[src/rtl/kernel_host_loader_pkg.sv]
// Shared types for the kernel host loader: FSM state encoding and counter sizing.
package kernel_host_loader_pkg;

  typedef enum logic [2:0] {
    IDLE    = 3'd0,
    LOAD_I  = 3'd1,
    LOAD_D  = 3'd2,
    RUN     = 3'd3,
    RD_ADDR = 3'd4,
    RD_WAIT = 3'd5,
    RD_OUT  = 3'd6
  } state_t;

  // Word-counter width covering both image sizes; at least one bit.
  function automatic int cntWidth(input int imemSize, input int dmemSize);
    int m;
    m = (imemSize > dmemSize) ? imemSize : dmemSize;
    return (m <= 1) ? 1 : $clog2(m);
  endfunction

endpackage

[src/rtl/kernel_host_loader.sv]
// Host-side control for riscv_kernel: loads imem/dmem over a stream, runs the
// kernel until done or timeout, then streams dmem back out.
module kernel_host_loader
  import kernel_host_loader_pkg::*;
#(
  parameter int AddressWidth_imem = 6,
  parameter int AddressWidth_dmem = 5,
  parameter int imem_size         = 40,
  parameter int dmem_size         = 32,
  parameter int DataWidth         = 32,
  parameter int MaxCycles         = 4096
) (
  input  logic                         ap_clk,
  input  logic                         ap_rst,
  input  logic                         host_start,
  output logic                         host_busy,
  output logic                         host_done,
  output logic                         host_timeout,
  output logic [31:0]                  cycle_count,
  input  logic                         s_valid,
  output logic                         s_ready,
  input  logic [DataWidth-1:0]         s_data,
  output logic                         m_valid,
  input  logic                         m_ready,
  output logic [DataWidth-1:0]         m_data,
  output logic                         m_last,
  output logic [AddressWidth_imem-1:0] imem_address1,
  output logic                         imem_ce1,
  output logic                         imem_we1,
  output logic [DataWidth-1:0]         imem_d1,
  output logic [AddressWidth_dmem-1:0] dmem_address1,
  output logic                         dmem_ce1,
  output logic                         dmem_we1,
  output logic [DataWidth-1:0]         dmem_d1,
  input  logic [DataWidth-1:0]         dmem_q1,
  output logic                         kernel_rst,
  output logic                         kernel_start,
  input  logic                         kernel_done
);

  localparam int CNT_W = cntWidth(imem_size, dmem_size);
  localparam logic [CNT_W-1:0] IM_LAST  = CNT_W'(imem_size - 1);
  localparam logic [CNT_W-1:0] DM_LAST  = CNT_W'(dmem_size - 1);
  localparam logic [31:0]      MAX_LAST = 32'(MaxCycles - 1);

  state_t           state, nextState;
  logic [CNT_W-1:0] cnt;
  logic             inBeat, outBeat, imLast, dmLast, runTimeout, mLastR;

  // Writes are gated by reset so a beat coinciding with ap_rst never lands.
  assign s_ready = ((state == LOAD_I) || (state == LOAD_D)) && !ap_rst;
  assign inBeat  = s_valid && s_ready;
  assign m_valid = (state == RD_OUT);
  assign outBeat = m_valid && m_ready;
  assign m_last  = m_valid && mLastR;
  assign imLast  = (cnt == IM_LAST);
  assign dmLast  = (cnt == DM_LAST);

  assign host_busy    = (state != IDLE);
  assign kernel_rst   = (state != RUN);
  assign kernel_start = (state == RUN);

  assign imem_address1 = AddressWidth_imem'(cnt);
  assign imem_ce1      = inBeat && (state == LOAD_I);
  assign imem_we1      = imem_ce1;
  assign imem_d1       = s_data;
  assign dmem_address1 = AddressWidth_dmem'(cnt);
  assign dmem_we1      = inBeat && (state == LOAD_D);
  assign dmem_ce1      = dmem_we1 || (state == RD_ADDR);
  assign dmem_d1       = s_data;

  always_comb begin
    nextState  = state;
    runTimeout = 1'b0;
    case (state)
      IDLE:    if (host_start) nextState = LOAD_I;
      LOAD_I:  if (inBeat && imLast) nextState = LOAD_D;
      LOAD_D:  if (inBeat && dmLast) nextState = RUN;
      RUN: begin
        // kernel_done from the previous run may linger on the first cycle.
        if (kernel_done && (cycle_count != 32'd0)) begin
          nextState = RD_ADDR;
        end else if (cycle_count == MAX_LAST) begin
          nextState  = RD_ADDR;
          runTimeout = 1'b1;
        end
      end
      RD_ADDR: nextState = RD_WAIT;
      RD_WAIT: nextState = RD_OUT;
      RD_OUT:  if (outBeat) nextState = dmLast ? IDLE : RD_ADDR;
      default: nextState = IDLE;
    endcase
  end

  always_ff @(posedge ap_clk) begin
    if (ap_rst) begin
      state        <= IDLE;
      cnt          <= '0;
      cycle_count  <= '0;
      host_timeout <= 1'b0;
      host_done    <= 1'b0;
      m_data       <= '0;
      mLastR       <= 1'b0;
    end else begin
      state     <= nextState;
      host_done <= outBeat && dmLast;
      case (state)
        IDLE: if (host_start) begin
          cnt          <= '0;
          cycle_count  <= '0;
          host_timeout <= 1'b0;
        end
        LOAD_I: if (inBeat) cnt <= imLast ? '0 : cnt + 1'b1;
        LOAD_D: if (inBeat) begin
          cnt <= dmLast ? '0 : cnt + 1'b1;
          if (dmLast) cycle_count <= '0;
        end
        RUN: begin
          if (cycle_count != '1) cycle_count <= cycle_count + 32'd1;
          if (runTimeout) host_timeout <= 1'b1;
        end
        RD_WAIT: begin
          m_data <= dmem_q1;
          mLastR <= dmLast;
        end
        RD_OUT: if (outBeat) cnt <= dmLast ? '0 : cnt + 1'b1;
        default: ;
      endcase
    end
  end

endmodule

[config.mk]
export PLATFORM = sky130hd
export DESIGN_NAME = kernel_host_loader
export DESIGN_NICKNAME = d
export VERILOG_FILES = /design/src/rtl/kernel_host_loader_pkg.sv /design/src/rtl/kernel_host_loader.sv
export SDC_FILE = /design/constraint.sdc
export NUM_CORES = 1
export LEC_CHECK = 0
export ABC_AREA = 1
export CORE_UTILIZATION = 43
export CTS_BUF_LIST = sky130_fd_sc_hd__clkbuf_8
export DETAILED_ROUTE_END_ITERATION = 16
export GPL_TIMING_DRIVEN = 0
export PLACE_DENSITY = 0.87
export SKIP_CTS_REPAIR_TIMING = 1
export SYNTH_ARGS = -nofsm -noshare
export SYNTH_HDL_FRONTEND = slang
export SYNTH_SLANG_ARGS = --single-unit
[constraint.sdc]
create_clock -name ap_clk -period 2.11 [get_ports ap_clk]
set_input_delay 0.422 -clock ap_clk [delete_from_list [all_inputs] [get_ports ap_clk]]
set_output_delay 0.422 -clock ap_clk [all_outputs]
set_load 0.03 [all_outputs]
==> run_results.csv <==
group,metric,value,unit
routing,routed.top_layer,"met4",
cells_and_area,final_cell_area,0.00720,mm²
cells_and_area,layout_common_cells,"clkdlybuf4s50_1 (178), nand2_1 (153), nor2_1 (152)",
run_status,status,"finished, violations left",
cells_and_area,layout-area-overhead-vs-synth,54.1,%
worst_setup_path,crit_path_max_fanout,8,
yosys,synth_top_family_by_area,"simple AND/OR/NAND/NOR gates",
cells_and_area,final_layout_size_suffix_gt1_frac,0.171,
flow_run,drv_cap,0,
worst_setup_path,crit_type,"reg -> out",
sta,hold_viol,0,
routing,drc_errors,0,
floorplanning,io_pins,221,
global_routing,grt_max_degree,17,
worst_setup_path,rrSetupSlack,0.13,ns
routing,wl_met1,5480,µm
floorplanning,die_height,106,µm
cts,path_clk_slew,0.10,ns
yosys,synth_edf_count,0,
yosys,synth_cells,742,
place,hpwl,10500,µm
sta,drv_slew,0,
yosys,synthXorXnorAreaFrac,0.00187,
floorplanning,start_util,0.449,
cells_and_area,nFillCells,862,
sta,relSlewSlack,0.626,
sta,rsz0062_at_grt,"true",
place,postPlaceCellArea,0.00674,mm²
yosys,async_flop_share,0,
place,dp_worst_setup_slack,-0.775,ns
worst_hold_path,hp-start,"host_timeout",
yosys,synth_top_flop_cell,"dfxtp_1",
cells_and_area,antenna_cells,0,
sta,clock.fmax,449,MHz
floorplanning,core,0.0104,mm²
floorplanning,chipWidth,106,µm
cells_and_area,final_nets,1034,
worst_hold_path,min_to,"host_timeout",
worst_setup_path,r2r_end,"cycle_count[27]",
routing,met2WireLength,6850,µm
routing,drt-initial-drc-count,331,
sta,setup_viol,5,
yosys,ys_types,37,
routing,vias,5434,
yosys,synth_nets,815,
routing,wl_met3,1690,µm
yosys,synth_seq_cells,76,
run_status,violations,"setup timing",
worst_setup_path,critPathArrivalTime,1.80,ns
cts,cts_tree,"yes",
routing,firstDrtPassIters,5,
yosys,synth_mux_area_frac,0,
sta,min_period,2.23,ns
routing,drt_wl_total,14300,µm
cts,cts.sinks,76,
yosys,avgSynthCellArea,6.30,µm²
power,peakVddDrop,569,µV
yosys,yosys_warnings,0,
worst_setup_path,critPathMostFrequentCell,"inv_2",
power,power_density,769,mW/mm²
routing,ant_nets,0,
worst_hold_path,hold_class,"reg -> reg",
global_routing,grt_pass1_wl,22200,µm
yosys,synth_compound_area_frac,0.115,
cts,h-tree-depth,3,
yosys,synthAdderAreaFrac,0.00803,
sta,worst_slew_pin_slew,0.557,ns
global_routing,grt_usage,0.245,
worst_setup_path,critPathRequiredTime,1.69,ns
worst_setup_path,start_kind,"flip-flop",
yosys,yosysSeqAreaShare,0.326,
worst_setup_path,rr_startpoint,"imem_address1[0]",
worst_setup_path,crit_slowest_cell,"dfxtp_2",
power,p_leak,3.02,nW
cts,clk_path_buf_depth,2,
cells_and_area,seq_area,0.00154,mm²
cts,cts-root-buf,"clkbuf_8",
place,numPortBuffers,188,
routing,vias_per_cell,4.93,
floorplanning,die_area,0.0113,mm²
sta,finClkSkew,0.0104,ns
worst_setup_path,path_cells,"buf_6 > inv_2 > nand2_4 > nor2_4 > inv_2 > a21oi_4 > nand2_1 > inv_2 > nand2_2 > inv_2 > buf_4 > buf_6",
sta,fin_ws,-0.115,ns
sta,period_share,1.05,
worst_hold_path,hold_depth,2,
global_routing,antenna_found_initial,0,
cells_and_area,multiInputGateArea,0.00231,mm²
cts,insertion_delay,0.37,ns
yosys,yosys.area_share.simple,0.353,
cts,cts_made_buffers,9,
global_routing,grt-ovfl-total,0,
routing,wl_per_cell,13.0,µm
worst_setup_path,worstSetupEndpointType,"output pin",
floorplanning,rows,37,
cells_and_area,final_common_cell,"clkdlybuf4s50_1",
place,gp_congestion,0.935,
yosys,synth.cell_area,0.00467,mm²
worst_setup_path,slowest_delay,0.33,ns
global_routing,grt_pass1_vias,4829,
worst_setup_path,reg2regPathDepth,14,
## per-layer routing
| metal | global-route usage | vias up |
|---|---|---|
| met5 | 0 | - |
| met1 | 0.287 | 2402 |
| li1 | - | 2711 |
| met2 | 0.419 | 296 |
| met4 | 0.0962 | 0 |
| met3 | 0.0730 | 25 |
## cell usage after synthesis (all sizes together), types with 2 or more instances
library cell | count | share of area
o22ai | 2 | 0.0027
nand3 | 46 | 0.053
clkbuf | 14 | 0.011
a21o | 2 | 0.0032
nand4 | 6 | 0.0080
o21ai | 62 | 0.066
or2 | 4 | 0.0054
buf | 79 | 0.13
nor2 | 159 | 0.13
nor3b | 3 | 0.0048
nand3b | 2 | 0.0032
nor3 | 12 | 0.015
dfxtp | 76 | 0.33
clkinv | 2 | 0.0016
inv | 71 | 0.057
nand2 | 159 | 0.13
a21oi | 31 | 0.033
ha | 3 | 0.0080
a211oi | 2 | 0.0032
## flip-flops by register name (all words and copies together), names as in the netlist
signal,flops
cycle_count,32
host_done,1
host_timeout,1
imem_address1,6
mLastR,1
m_data,32
state,3
## layout make-up
cell class,count,area share
plain buffers,93,0.0914
clock buffers,9,0.0172
clock inverters,7,0.0125
inverters,73,0.0386
multi-input cells,500,0.321
flip-flops and latches,76,0.214
well taps,136,0.0236
repair buffers,208,0.282
## metrics by stage
| stage | TNS (ns) | hold slack [ns] | std cells | power (mW) | utilization |
|---|---|---|---|---|---|
| after detailed placement | -5.58 | 0.453 | 1066 | 4.02 | 0.647 |
| final | -0.341 | 0.458 | 1102 | 5.54 | 0.691 |
| after floorplan | 0 | 0.505 | 742 | 3.23 | - |
| after global routing | -0.900 | 0.491 | 1102 | 5.82 | 0.691 |
| after CTS | -6.72 | 0.465 | 1082 | 5.26 | 0.667 |
| after global placement | -5.12 | 0.447 | 1066 | 3.99 | 0.647 |
## where the power goes
| group | internal [mW] | leakage, nW | switching (mW) |
|---|---|---|---|
| Combinational | 1.04 | 2.29 | 1.56 |
| Sequential | 1.58 | 0.618 | 0.0977 |
| Clock | 0.582 | 0.110 | 0.680 |
## worst max-delay path by stage
stage / startpoint / endpoint / slack (ns) / cells after the start
6_report: state[0] / imem_we1 / -0.12 / 12
5_1_grt: state[0] / imem_we1 / -0.22 / 11
4_1_cts: state[1] / imem_we1 / -0.89 / 10
3_5_place_dp: ap_rst / imem_we1 / -0.77 / 9
3_3_place_gp: ap_rst / imem_we1 / -0.77 / 9
2_1_floorplan: state[0] / dmem_ce1 / 0.04 / 10
## worst max-delay path, delay by kind of cell (launching register included)
family          cells  cell delay, ns
compound gates      1            0.13
flops               1            0.33
buf+inv             7            0.60
simple gates        4            0.37
## logic make-up (layout without fill, tap and decap cells)
group	Yosys count	count (layout)
AND/OR/NAND/NOR	393	393
buffers and inverters	166	390
adder cells (fa/ha/maj)	3	3
AO/OA/AOI/OAI	103	103
flip-flops	76	76
XOR/XNOR	1	1
No activity file was read; power rests on OpenSTA's default activity.
